[src/rtl/mem_cmp_pkg.sv]
// Shared constants for the memory compare engine: FSM state encoding,
// default data-path widths and the supported read-latency limit.
package mem_cmp_pkg;

    typedef logic [1:0] state_t;

    localparam state_t ST_IDLE  = 2'd0;
    localparam state_t ST_READ  = 2'd1;
    localparam state_t ST_DRAIN = 2'd2;
    localparam state_t ST_DONE  = 2'd3;

    localparam int DEF_A_WIDTH   = 13;
    localparam int DEF_D_WIDTH   = 8;
    localparam int DEF_CNT_WIDTH = 14;
    localparam int MAX_READ_LAT  = 4;

endpackage

[src/rtl/mem_compare_engine_if.sv]
// Control/status and dual-memory read bus of the compare engine.
// slave  : the engine side (drives addresses/enables and status)
// master : the host/memory side (drives Go, range, mask and read data)
interface mem_compare_engine_if
    import mem_cmp_pkg::*;
#(
    parameter int A_WIDTH   = DEF_A_WIDTH,
    parameter int D_WIDTH   = DEF_D_WIDTH,
    parameter int CNT_WIDTH = DEF_CNT_WIDTH
);
    logic                 Go;
    logic [A_WIDTH-1:0]   Start_Addr;
    logic [A_WIDTH-1:0]   End_Addr;
    logic [D_WIDTH-1:0]   Mask;
    logic [A_WIDTH-1:0]   D_Addr;
    logic [A_WIDTH-1:0]   R_Addr;
    logic                 D_En;
    logic                 R_En;
    logic                 D_Rw;
    logic                 R_Rw;
    logic [D_WIDTH-1:0]   D_Data;
    logic [D_WIDTH-1:0]   R_Data;
    logic                 Busy;
    logic                 Done;
    logic                 Pass;
    logic [CNT_WIDTH-1:0] Err_Count;
    logic [A_WIDTH-1:0]   First_Err_Addr;
    logic                 First_Err_Valid;

    modport slave (
        input  Go, Start_Addr, End_Addr, Mask, D_Data, R_Data,
        output D_Addr, R_Addr, D_En, R_En, D_Rw, R_Rw,
        output Busy, Done, Pass, Err_Count, First_Err_Addr, First_Err_Valid
    );

    modport master (
        output Go, Start_Addr, End_Addr, Mask, D_Data, R_Data,
        input  D_Addr, R_Addr, D_En, R_En, D_Rw, R_Rw,
        input  Busy, Done, Pass, Err_Count, First_Err_Addr, First_Err_Valid
    );

endinterface

[src/rtl/mem_cmp_pipe.sv]
// Valid + address delay line. An address issued to the memories enters
// stage 0 on the issuing edge and leaves stage DEPTH-1 in the same cycle
// that the memories present its read data.
module mem_cmp_pipe
    import mem_cmp_pkg::*;
#(
    parameter int A_WIDTH = DEF_A_WIDTH,
    parameter int DEPTH   = 1
)(
    input  logic               clk,
    input  logic               rst,
    input  logic               in_valid,
    input  logic [A_WIDTH-1:0] in_addr,
    output logic               out_valid,
    output logic [A_WIDTH-1:0] out_addr,
    output logic               any_valid
);

    logic [DEPTH-1:0]   valid_r;
    logic [A_WIDTH-1:0] addr_r [DEPTH];

    // Shift valid flags and addresses one stage per clock.
    always_ff @(posedge clk or posedge rst) begin
        if (rst) begin
            valid_r <= '0;
            for (int i = 0; i < DEPTH; i++) begin
                addr_r[i] <= '0;
            end
        end else begin
            valid_r[0] <= in_valid;
            addr_r[0]  <= in_addr;
            for (int i = 1; i < DEPTH; i++) begin
                valid_r[i] <= valid_r[i-1];
                addr_r[i]  <= addr_r[i-1];
            end
        end
    end

    assign out_valid = valid_r[DEPTH-1];
    assign out_addr  = addr_r[DEPTH-1];
    assign any_valid = |valid_r;

endmodule

[src/rtl/mem_compare_engine.sv]
// Memory compare engine: streams one address per clock to a DUT result
// memory and a golden reference memory, compares the returned words under
// a bit mask and reports mismatch count and first failing address.
// Optional build macro MEM_CMP_STOP_ON_ERR_EN: stop issuing reads at the
// first registered mismatch (words already in flight are still compared).
module mem_compare_engine
    import mem_cmp_pkg::*;
#(
    parameter int A_WIDTH   = DEF_A_WIDTH,
    parameter int D_WIDTH   = DEF_D_WIDTH,
    parameter int READ_LAT  = 1,
    parameter int CNT_WIDTH = DEF_CNT_WIDTH
)(
    input logic                  Clk,
    input logic                  Rst,
    mem_compare_engine_if.slave  bus
);

    // Out-of-range latencies are clamped to the supported 1..MAX_READ_LAT.
    localparam int LAT = (READ_LAT < 1) ? 1 :
                         ((READ_LAT > MAX_READ_LAT) ? MAX_READ_LAT : READ_LAT);

    function automatic logic word_mismatch(input logic [D_WIDTH-1:0] d,
                                           input logic [D_WIDTH-1:0] r,
                                           input logic [D_WIDTH-1:0] m);
        return |((d ^ r) & m);
    endfunction

    state_t               state_r;
    state_t               state_nxt_s;
    logic [A_WIDTH-1:0]   addr_r;
    logic [A_WIDTH-1:0]   end_r;
    logic [D_WIDTH-1:0]   mask_r;
    logic                 cmp_valid_r;
    logic                 cmp_mis_r;
    logic [A_WIDTH-1:0]   cmp_addr_r;
    logic [CNT_WIDTH-1:0] err_count_r;
    logic [A_WIDTH-1:0]   first_addr_r;
    logic                 first_valid_r;
    logic                 pipe_valid_s;
    logic [A_WIDTH-1:0]   pipe_addr_s;
    logic                 pipe_any_s;
    logic                 go_s;
    logic                 stop_s;
    logic                 issue_s;

    assign go_s = bus.Go && ((state_r == ST_IDLE) || (state_r == ST_DONE));

`ifdef MEM_CMP_STOP_ON_ERR_EN
    // A mismatch sitting in the compare stage blocks further reads at once.
    assign stop_s = cmp_valid_r && cmp_mis_r;
`else
    assign stop_s = 1'b0;
`endif

    assign issue_s = (state_r == ST_READ) && !stop_s;

    // Next-state decode for the scan sequencer.
    always_comb begin
        state_nxt_s = state_r;
        case (state_r)
            ST_IDLE, ST_DONE: begin
                if (go_s) begin
                    state_nxt_s = (bus.Start_Addr > bus.End_Addr) ? ST_DONE : ST_READ;
                end else begin
                    state_nxt_s = state_r;
                end
            end
            ST_READ: begin
                if (stop_s || (addr_r == end_r)) begin
                    state_nxt_s = ST_DRAIN;
                end else begin
                    state_nxt_s = ST_READ;
                end
            end
            ST_DRAIN: begin
                if (!pipe_any_s && !cmp_valid_r) begin
                    state_nxt_s = ST_DONE;
                end else begin
                    state_nxt_s = ST_DRAIN;
                end
            end
            default: begin
                state_nxt_s = ST_IDLE;
            end
        endcase
    end

    // State register.
    always_ff @(posedge Clk or posedge Rst) begin
        if (Rst) begin
            state_r <= ST_IDLE;
        end else begin
            state_r <= state_nxt_s;
        end
    end

    // Latch range and mask on Go; step the address while issuing, holding
    // at End_Addr so the counter never wraps.
    always_ff @(posedge Clk or posedge Rst) begin
        if (Rst) begin
            addr_r <= '0;
            end_r  <= '0;
            mask_r <= '0;
        end else if (go_s) begin
            addr_r <= bus.Start_Addr;
            end_r  <= bus.End_Addr;
            mask_r <= bus.Mask;
        end else if (issue_s && (addr_r != end_r)) begin
            addr_r <= addr_r + A_WIDTH'(1);
        end
    end

    mem_cmp_pipe #(
        .A_WIDTH (A_WIDTH),
        .DEPTH   (LAT)
    ) u_pipe (
        .clk       (Clk),
        .rst       (Rst),
        .in_valid  (issue_s),
        .in_addr   (addr_r),
        .out_valid (pipe_valid_s),
        .out_addr  (pipe_addr_s),
        .any_valid (pipe_any_s)
    );

    // Registered masked compare of the word leaving the delay line.
    always_ff @(posedge Clk or posedge Rst) begin
        if (Rst) begin
            cmp_valid_r <= 1'b0;
            cmp_mis_r   <= 1'b0;
            cmp_addr_r  <= '0;
        end else begin
            cmp_valid_r <= pipe_valid_s;
            cmp_mis_r   <= word_mismatch(bus.D_Data, bus.R_Data, mask_r);
            cmp_addr_r  <= pipe_addr_s;
        end
    end

    // Saturating mismatch counter and first-failure capture.
    always_ff @(posedge Clk or posedge Rst) begin
        if (Rst) begin
            err_count_r   <= '0;
            first_addr_r  <= '0;
            first_valid_r <= 1'b0;
        end else if (go_s) begin
            err_count_r   <= '0;
            first_addr_r  <= '0;
            first_valid_r <= 1'b0;
        end else if (cmp_valid_r && cmp_mis_r) begin
            if (err_count_r != {CNT_WIDTH{1'b1}}) begin
                err_count_r <= err_count_r + CNT_WIDTH'(1);
            end
            if (!first_valid_r) begin
                first_addr_r  <= cmp_addr_r;
                first_valid_r <= 1'b1;
            end
        end
    end

    assign bus.D_Addr          = addr_r;
    assign bus.R_Addr          = addr_r;
    assign bus.D_En            = issue_s;
    assign bus.R_En            = issue_s;
    assign bus.D_Rw            = 1'b0;
    assign bus.R_Rw            = 1'b0;
    assign bus.Busy            = (state_r == ST_READ) || (state_r == ST_DRAIN);
    assign bus.Done            = (state_r == ST_DONE);
    assign bus.Pass            = (state_r == ST_DONE) && (err_count_r == '0);
    assign bus.Err_Count       = err_count_r;
    assign bus.First_Err_Addr  = first_addr_r;
    assign bus.First_Err_Valid = first_valid_r;

endmodule

[src/flat_wrapper.sv]
// flat-port wrapper written by rule: the top's interface ports become plain ports
module mem_compare_engine_flat import mem_cmp_pkg::*;
#(
    parameter int A_WIDTH   = DEF_A_WIDTH,
    parameter int D_WIDTH   = DEF_D_WIDTH,
    parameter int READ_LAT  = 1,
    parameter int CNT_WIDTH = DEF_CNT_WIDTH
)
  (Clk, Rst, bus_Go, bus_Start_Addr, bus_End_Addr, bus_Mask, bus_D_Data, bus_R_Data, bus_D_Addr, bus_R_Addr, bus_D_En, bus_R_En, bus_D_Rw, bus_R_Rw, bus_Busy, bus_Done, bus_Pass, bus_Err_Count, bus_First_Err_Addr, bus_First_Err_Valid);
  mem_compare_engine_if #(.A_WIDTH(A_WIDTH), .D_WIDTH(D_WIDTH), .CNT_WIDTH(CNT_WIDTH)) bus_i ();
  input logic Clk;
  input logic Rst;
  input wire logic [$bits(bus_i.Go)-1:0] bus_Go;
  input wire logic [$bits(bus_i.Start_Addr)-1:0] bus_Start_Addr;
  input wire logic [$bits(bus_i.End_Addr)-1:0] bus_End_Addr;
  input wire logic [$bits(bus_i.Mask)-1:0] bus_Mask;
  input wire logic [$bits(bus_i.D_Data)-1:0] bus_D_Data;
  input wire logic [$bits(bus_i.R_Data)-1:0] bus_R_Data;
  output wire logic [$bits(bus_i.D_Addr)-1:0] bus_D_Addr;
  output wire logic [$bits(bus_i.R_Addr)-1:0] bus_R_Addr;
  output wire logic [$bits(bus_i.D_En)-1:0] bus_D_En;
  output wire logic [$bits(bus_i.R_En)-1:0] bus_R_En;
  output wire logic [$bits(bus_i.D_Rw)-1:0] bus_D_Rw;
  output wire logic [$bits(bus_i.R_Rw)-1:0] bus_R_Rw;
  output wire logic [$bits(bus_i.Busy)-1:0] bus_Busy;
  output wire logic [$bits(bus_i.Done)-1:0] bus_Done;
  output wire logic [$bits(bus_i.Pass)-1:0] bus_Pass;
  output wire logic [$bits(bus_i.Err_Count)-1:0] bus_Err_Count;
  output wire logic [$bits(bus_i.First_Err_Addr)-1:0] bus_First_Err_Addr;
  output wire logic [$bits(bus_i.First_Err_Valid)-1:0] bus_First_Err_Valid;
  assign bus_i.Go = bus_Go;
  assign bus_i.Start_Addr = bus_Start_Addr;
  assign bus_i.End_Addr = bus_End_Addr;
  assign bus_i.Mask = bus_Mask;
  assign bus_i.D_Data = bus_D_Data;
  assign bus_i.R_Data = bus_R_Data;
  assign bus_D_Addr = bus_i.D_Addr;
  assign bus_R_Addr = bus_i.R_Addr;
  assign bus_D_En = bus_i.D_En;
  assign bus_R_En = bus_i.R_En;
  assign bus_D_Rw = bus_i.D_Rw;
  assign bus_R_Rw = bus_i.R_Rw;
  assign bus_Busy = bus_i.Busy;
  assign bus_Done = bus_i.Done;
  assign bus_Pass = bus_i.Pass;
  assign bus_Err_Count = bus_i.Err_Count;
  assign bus_First_Err_Addr = bus_i.First_Err_Addr;
  assign bus_First_Err_Valid = bus_i.First_Err_Valid;
  mem_compare_engine #(.A_WIDTH(A_WIDTH), .D_WIDTH(D_WIDTH), .READ_LAT(READ_LAT), .CNT_WIDTH(CNT_WIDTH)) u_core (.Clk(Clk), .Rst(Rst), .bus(bus_i));
endmodule
[config.mk]
export PLATFORM = sky130hd
export DESIGN_NAME = mem_compare_engine_flat
export DESIGN_NICKNAME = d
export VERILOG_FILES = /design/src/rtl/mem_cmp_pkg.sv /design/src/rtl/mem_compare_engine_if.sv /design/src/rtl/mem_cmp_pipe.sv /design/src/rtl/mem_compare_engine.sv /design/src/flat_wrapper.sv
export SDC_FILE = /design/constraint.sdc
export NUM_CORES = 1
export LEC_CHECK = 0
export ABC_AREA = 1
export BUFFER_PORTS_ARGS = -buffer_cell sky130_fd_sc_hd__buf_2
export CORE_ASPECT_RATIO = 1.1
export CORE_MARGIN = 2
export CORE_UTILIZATION = 30
export DETAILED_ROUTE_END_ITERATION = 16
export GPL_TIMING_DRIVEN = 0
export PLACE_DENSITY = 0.57
export SLEW_MARGIN = 20
export SYNTH_ARGS = -nofsm -noshare
export SYNTH_HDL_FRONTEND = slang
export SYNTH_HIERARCHICAL = 1
export SYNTH_SLANG_ARGS = --single-unit
[constraint.sdc]
create_clock -name Clk -period 2.65 [get_ports Clk]
set_input_delay 0.265 -clock Clk [delete_from_list [all_inputs] [get_ports Clk]]
set_output_delay 0.265 -clock Clk [all_outputs]
set_load 0.02 [all_outputs]
==> key figures <==
Die
  – Starting Density: 30.8%
  – Num rows: 48
  – Die Y: about 140 µm
  – DIE AREA: roughly 17000 µm²
  – # IOs: approximately 110
  – Core area: 15700 µm²
  – Chip width: 125 µm

STA
  – Final setup fails: 0
  – Clock Skews: between 0.01 and 0.015 ns
  – Setup_tns: 0 ns
  – Headroom to the max-slew limit: between 50% and 60%
  – Worst slew pin tran: slightly above 0.6 ns
  – Post-route setup slack: between 0.6 and 0.7 ns
  – Post-route minimum period: 1.97 ns
  – Pins Over Slew Limit: 0
  – RSZ-0062 raised after global routing: no
  – Crit share post-route: between 70% and 80%
  – Final number of hold-violating endpoints: 0
  – FMAX: about 0.51 GHz

Status
  – Status: completed

Global route
  – GR Layer Usage met3: 2.64%
  – Global-route wire length before repair: a little over 20000 µm
  – Met1 Use GR: between 10% and 20%
  – Gr busiest metal: met2
  – Met2 usage: between 20% and 30%
  – Initial antenna violation count: 0
  – Overflow after GRT: 0
  – Pin count of the biggest net entering global routing: 50
  – Number of global-route vias before repair: roughly 4000
  – GRT Util Overall: 14.8%

Drt
  – Avg WL per Cell: about 13 µm
  – DRT iter0 DRCs: between 300 and 400
  – Vias per cell: roughly 4.5
  – First drt pass iteration count: 7
  – Post-route ant nets: 0
  – Wirelength, routed: 12300 µm
  – Vias: 4210
  – DRC Markers: 0

Placed design
  – Post-DP HPWL: 9500 µm
  – Placer's final routability congestion estimate: roughly 0.84
  – Dpl ws: between 0.6 and 0.7 ns
  – Number of port buffers: approximately 110

Final layout
  – FILL cells: 1720
  – Multi-input logic area: approximately 2000 µm²
  – N_diodes: 0
  – Fin nets: between 800 and 900
  – FF/Latch Area: between 2000 and 2500 µm²
  – Share of cells above drive strength 1: between 20% and 30%
  – Layout area overhead: 23.2%

Clocking
  – Clk buf depth: 2
  – Clk root buf: clkbuf_16
  – H-tree Lvls: 3
  – CTS tree: built
  – Clock Sinks: 93
  – Post-CTS Setup Bufs: 0
  – CTS buffer count: 9
  – CTS clk-pin slew, worst paths: 0.07 ns
  – Clock latency on the worst-skew pair: roughly 0.35 ns

Logic synthesis
  – Synth Area in XOR/XNOR: roughly 1.8%
  – Compound-Gate Fraction of Synth Area: approximately 7.0%
  – Multiplexer share of the synthesized area: 0%
  – Post-Synth Adder-Cell Area: slightly below 5%
  – Simple-Gate Fraction of Synth Area: between 20% and 30%
  – Count of mapped cells out of synthesis: ~600
  – Post-synthesis sequential area ratio: 48.0%
  – Synthesized area: roughly 4900 µm²
  – Yosys reg bits: 93
  – Synth cell types: 32
  – Avg Inst Size Synth: roughly 8 µm²
  – Synth Warn #: 6
  – Largest family of logic cells by synthesized area: simple AND/OR/NAND/NOR gates

Setup path
  – Worst EP required: 2.88 ns
  – Setup CP Type: reg -> reg
  – CP startpoint kind: flop
  – Worst-path fanout max: 10
  – Buffer and inverter count on the worst path: 4
  – Nature of the critical path endpoint: flop
  – CP max stage delay: between 0.3 and 0.4 ns
  – Critical path's slowest cell: dfrtp_1
  – Worst EP arrival: approximately 2.2 ns
  – Cell family with most CP delay: simple AND/OR/NAND/NOR gates
  – Worst-path cell chain: inv_1 > ha_1 > nand2_4 > inv_2 > nor3_1 > nand3_1 > nand2_1 > inv_2 > buf_2 > nand3_1 > o21ai_1

Power
  – Lkg Pwr: roughly 3.2 nW
  – Power per Cell Area: 1110 nW/µm²
  – Max IR drop VDD: ~0.39 mV

Job
  – Max-Cap Viols: 0

Hold path
  – Min-Delay Path Class: in -> reg
tightest hold or removal path: stages:
cell     delay (ns)
buf_2          0.07
nand2_1        0.04
nand2_1        0.04
sequential cells by signal, indices dropped and copies added (netlist names):
register                    flops
u_core/bus.First_Err_Addr      13
u_core/bus.Err_Count           14
u_core/cmp_addr_r              13
u_core/cmp_valid_r              1
u_core/end_r                   13
u_core/u_pipe/out_addr         13
u_core/state_r                  2
u_core/bus.First_Err_Valid      1
u_core/cmp_mis_r                1
u_core/u_pipe/any_valid         1
u_core/mask_r                   8
u_core/bus.D_Addr              13
metrics by stage:
| step | instance area [µm²] | utilization (%) | hold slack (ns) | cells | power (W) |
|---|---|---|---|---|---|
| global placement | 5660 | 36.0 | 0.319 | 918 | 0.00547 |
| finish | 5980 | 38.0 | 0.104 | 936 | 0.00666 |
| CTS | 5980 | 38.0 | 0.0975 | 936 | 0.00676 |
| floorplan | 4860 | - | 0.154 | 607 | 0.00453 |
| detailed placement | 5690 | 36.2 | 0.317 | 919 | 0.00552 |
| global route | 5980 | 38.0 | 0.108 | 936 | 0.00724 |
report_power, final:
group / leakage (nW) / internal (W) / switching, W
sequential: 1.19 / 0.00199 / 0.000494
clock: 0.136 / 0.000663 / 0.000546
combinational: 1.87 / 0.00107 / 0.00190
total: 3.19 / 0.00373 / 0.00294
what timing repair did:
action	4_1_cts	5_1_grt
resized for setup	0	0
hold buffers	1	0
endpoints found under the hold margin	44	0
cells in the final DEF (no fill, tap or decap), types with 3 or more instances in the layout:
| cell type | netlist | routed |
|---|---|---|
| dfrtp_1 | 93 | 93 |
| nand2_4 | 3 | 3 |
| nor2_1 | 32 | 32 |
| or2_2 | 3 | 3 |
| xor2_1 | 7 | 7 |
| xnor2_1 | 3 | 3 |
| o21ai_1 | 9 | 9 |
| nand3_1 | 59 | 59 |
| nor2_2 | 3 | 3 |
| ha_1 | 19 | 19 |
| inv_1 | 71 | 70 |
| nor3_2 | 3 | 3 |
| nand4_1 | 19 | 19 |
| nor3_1 | 10 | 10 |
| a21oi_1 | 7 | 7 |
| clkbuf_1 | 10 | 11 |
| o21ai_0 | 40 | 40 |
| buf_2 | 2 | 113 |
| clkbuf_16 | 0 | 9 |
| nand2_1 | 174 | 174 |
| buf_4 | 19 | 19 |
| inv_2 | 5 | 5 |
final timing paths:
check,end,cells after the start,start,slack [ns]
max,u_core/bus.Err_Count[6]$_DFFE_PP0P_,11,u_core/state_r[0]$_DFFE_PP0P_,0.68
min,u_core/mask_r[1]$_DFFE_PP0P_,3,bus_Mask[1],0.10
max reg2reg,u_core/bus.Err_Count[6]$_DFFE_PP0P_,11,u_core/state_r[0]$_DFFE_PP0P_,0.68
min reg2reg,u_core/cmp_addr_r[11]$_DFF_PP0_,0,u_core/u_pipe/out_addr[11]$_DFF_PP0_,0.35
max in group asynchronous,u_core/bus.Err_Count[2]$_DFFE_PP0P_,4,Rst,1.60
min in group asynchronous,u_core/bus.D_Addr[1]$_DFFE_PP0P_,3,Rst,0.48
metal layers:
| metal | share of wire (%) | vias to the layer above | wire length, µm |
|---|---|---|---|
| li1 | - | 2184 | - |
| met1 | 46 | 1913 | 5590 |
| met2 | 49 | 98 | 5960 |
| met3 | 4.2 | 15 | 515 |
| met4 | 1.7 | 0 | 213 |
| met5 | 0 | - | 0 |
Yosys cell counts:
library cell	n	share of area [%]
a211oi_1	1	0.15
a21oi_1	7	0.72
a22oi_1	1	0.15
a31oi_1	2	0.26
a32oi_1	1	0.18
buf_1	2	0.15
buf_2	2	0.21
buf_4	19	2.9
buf_6	2	0.46
clkbuf_1	10	0.77
conb_1	1	0.077
dfrtp_1	93	48
ha_1	19	4.9
inv_1	71	5.5
inv_2	5	0.39
nand2_1	174	13
nand2_2	1	0.13
nand2_4	3	0.70
nand3_1	59	6.1
nand4_1	19	2.4
nor2_1	32	2.5
nor2_2	3	0.39
nor3_1	10	1.0
nor3_2	3	0.62
nor3b_1	1	0.15
o21a_1	1	0.15
o21ai_0	40	4.1
o21ai_1	9	0.93
o31ai_1	2	0.31
or2_2	3	0.39
xnor2_1	3	0.54
xor2_1	7	1.3
cells by family after synthesis:
logic type               Yosys count
other                              1
XOR/XNOR                          10
AO/OA/AOI/OAI                     64
buffers and inverters            111
adder cells (fa/ha/maj)           19
flip-flops                        93
AND/OR/NAND/NOR                  308
layout make-up:
cell class,count,share of cell area [%]
Clock inverter,5,0.586
Sequential cell,93,38.9
Multi-Input combinational cell,403,33.8
Buffer,35,3.68
Timing Repair Buffer,113,9.92
Clock buffer,11,4.06
Inverter,76,4.81
Tap cell,200,4.18
Power figures use the tool's default switching activity.
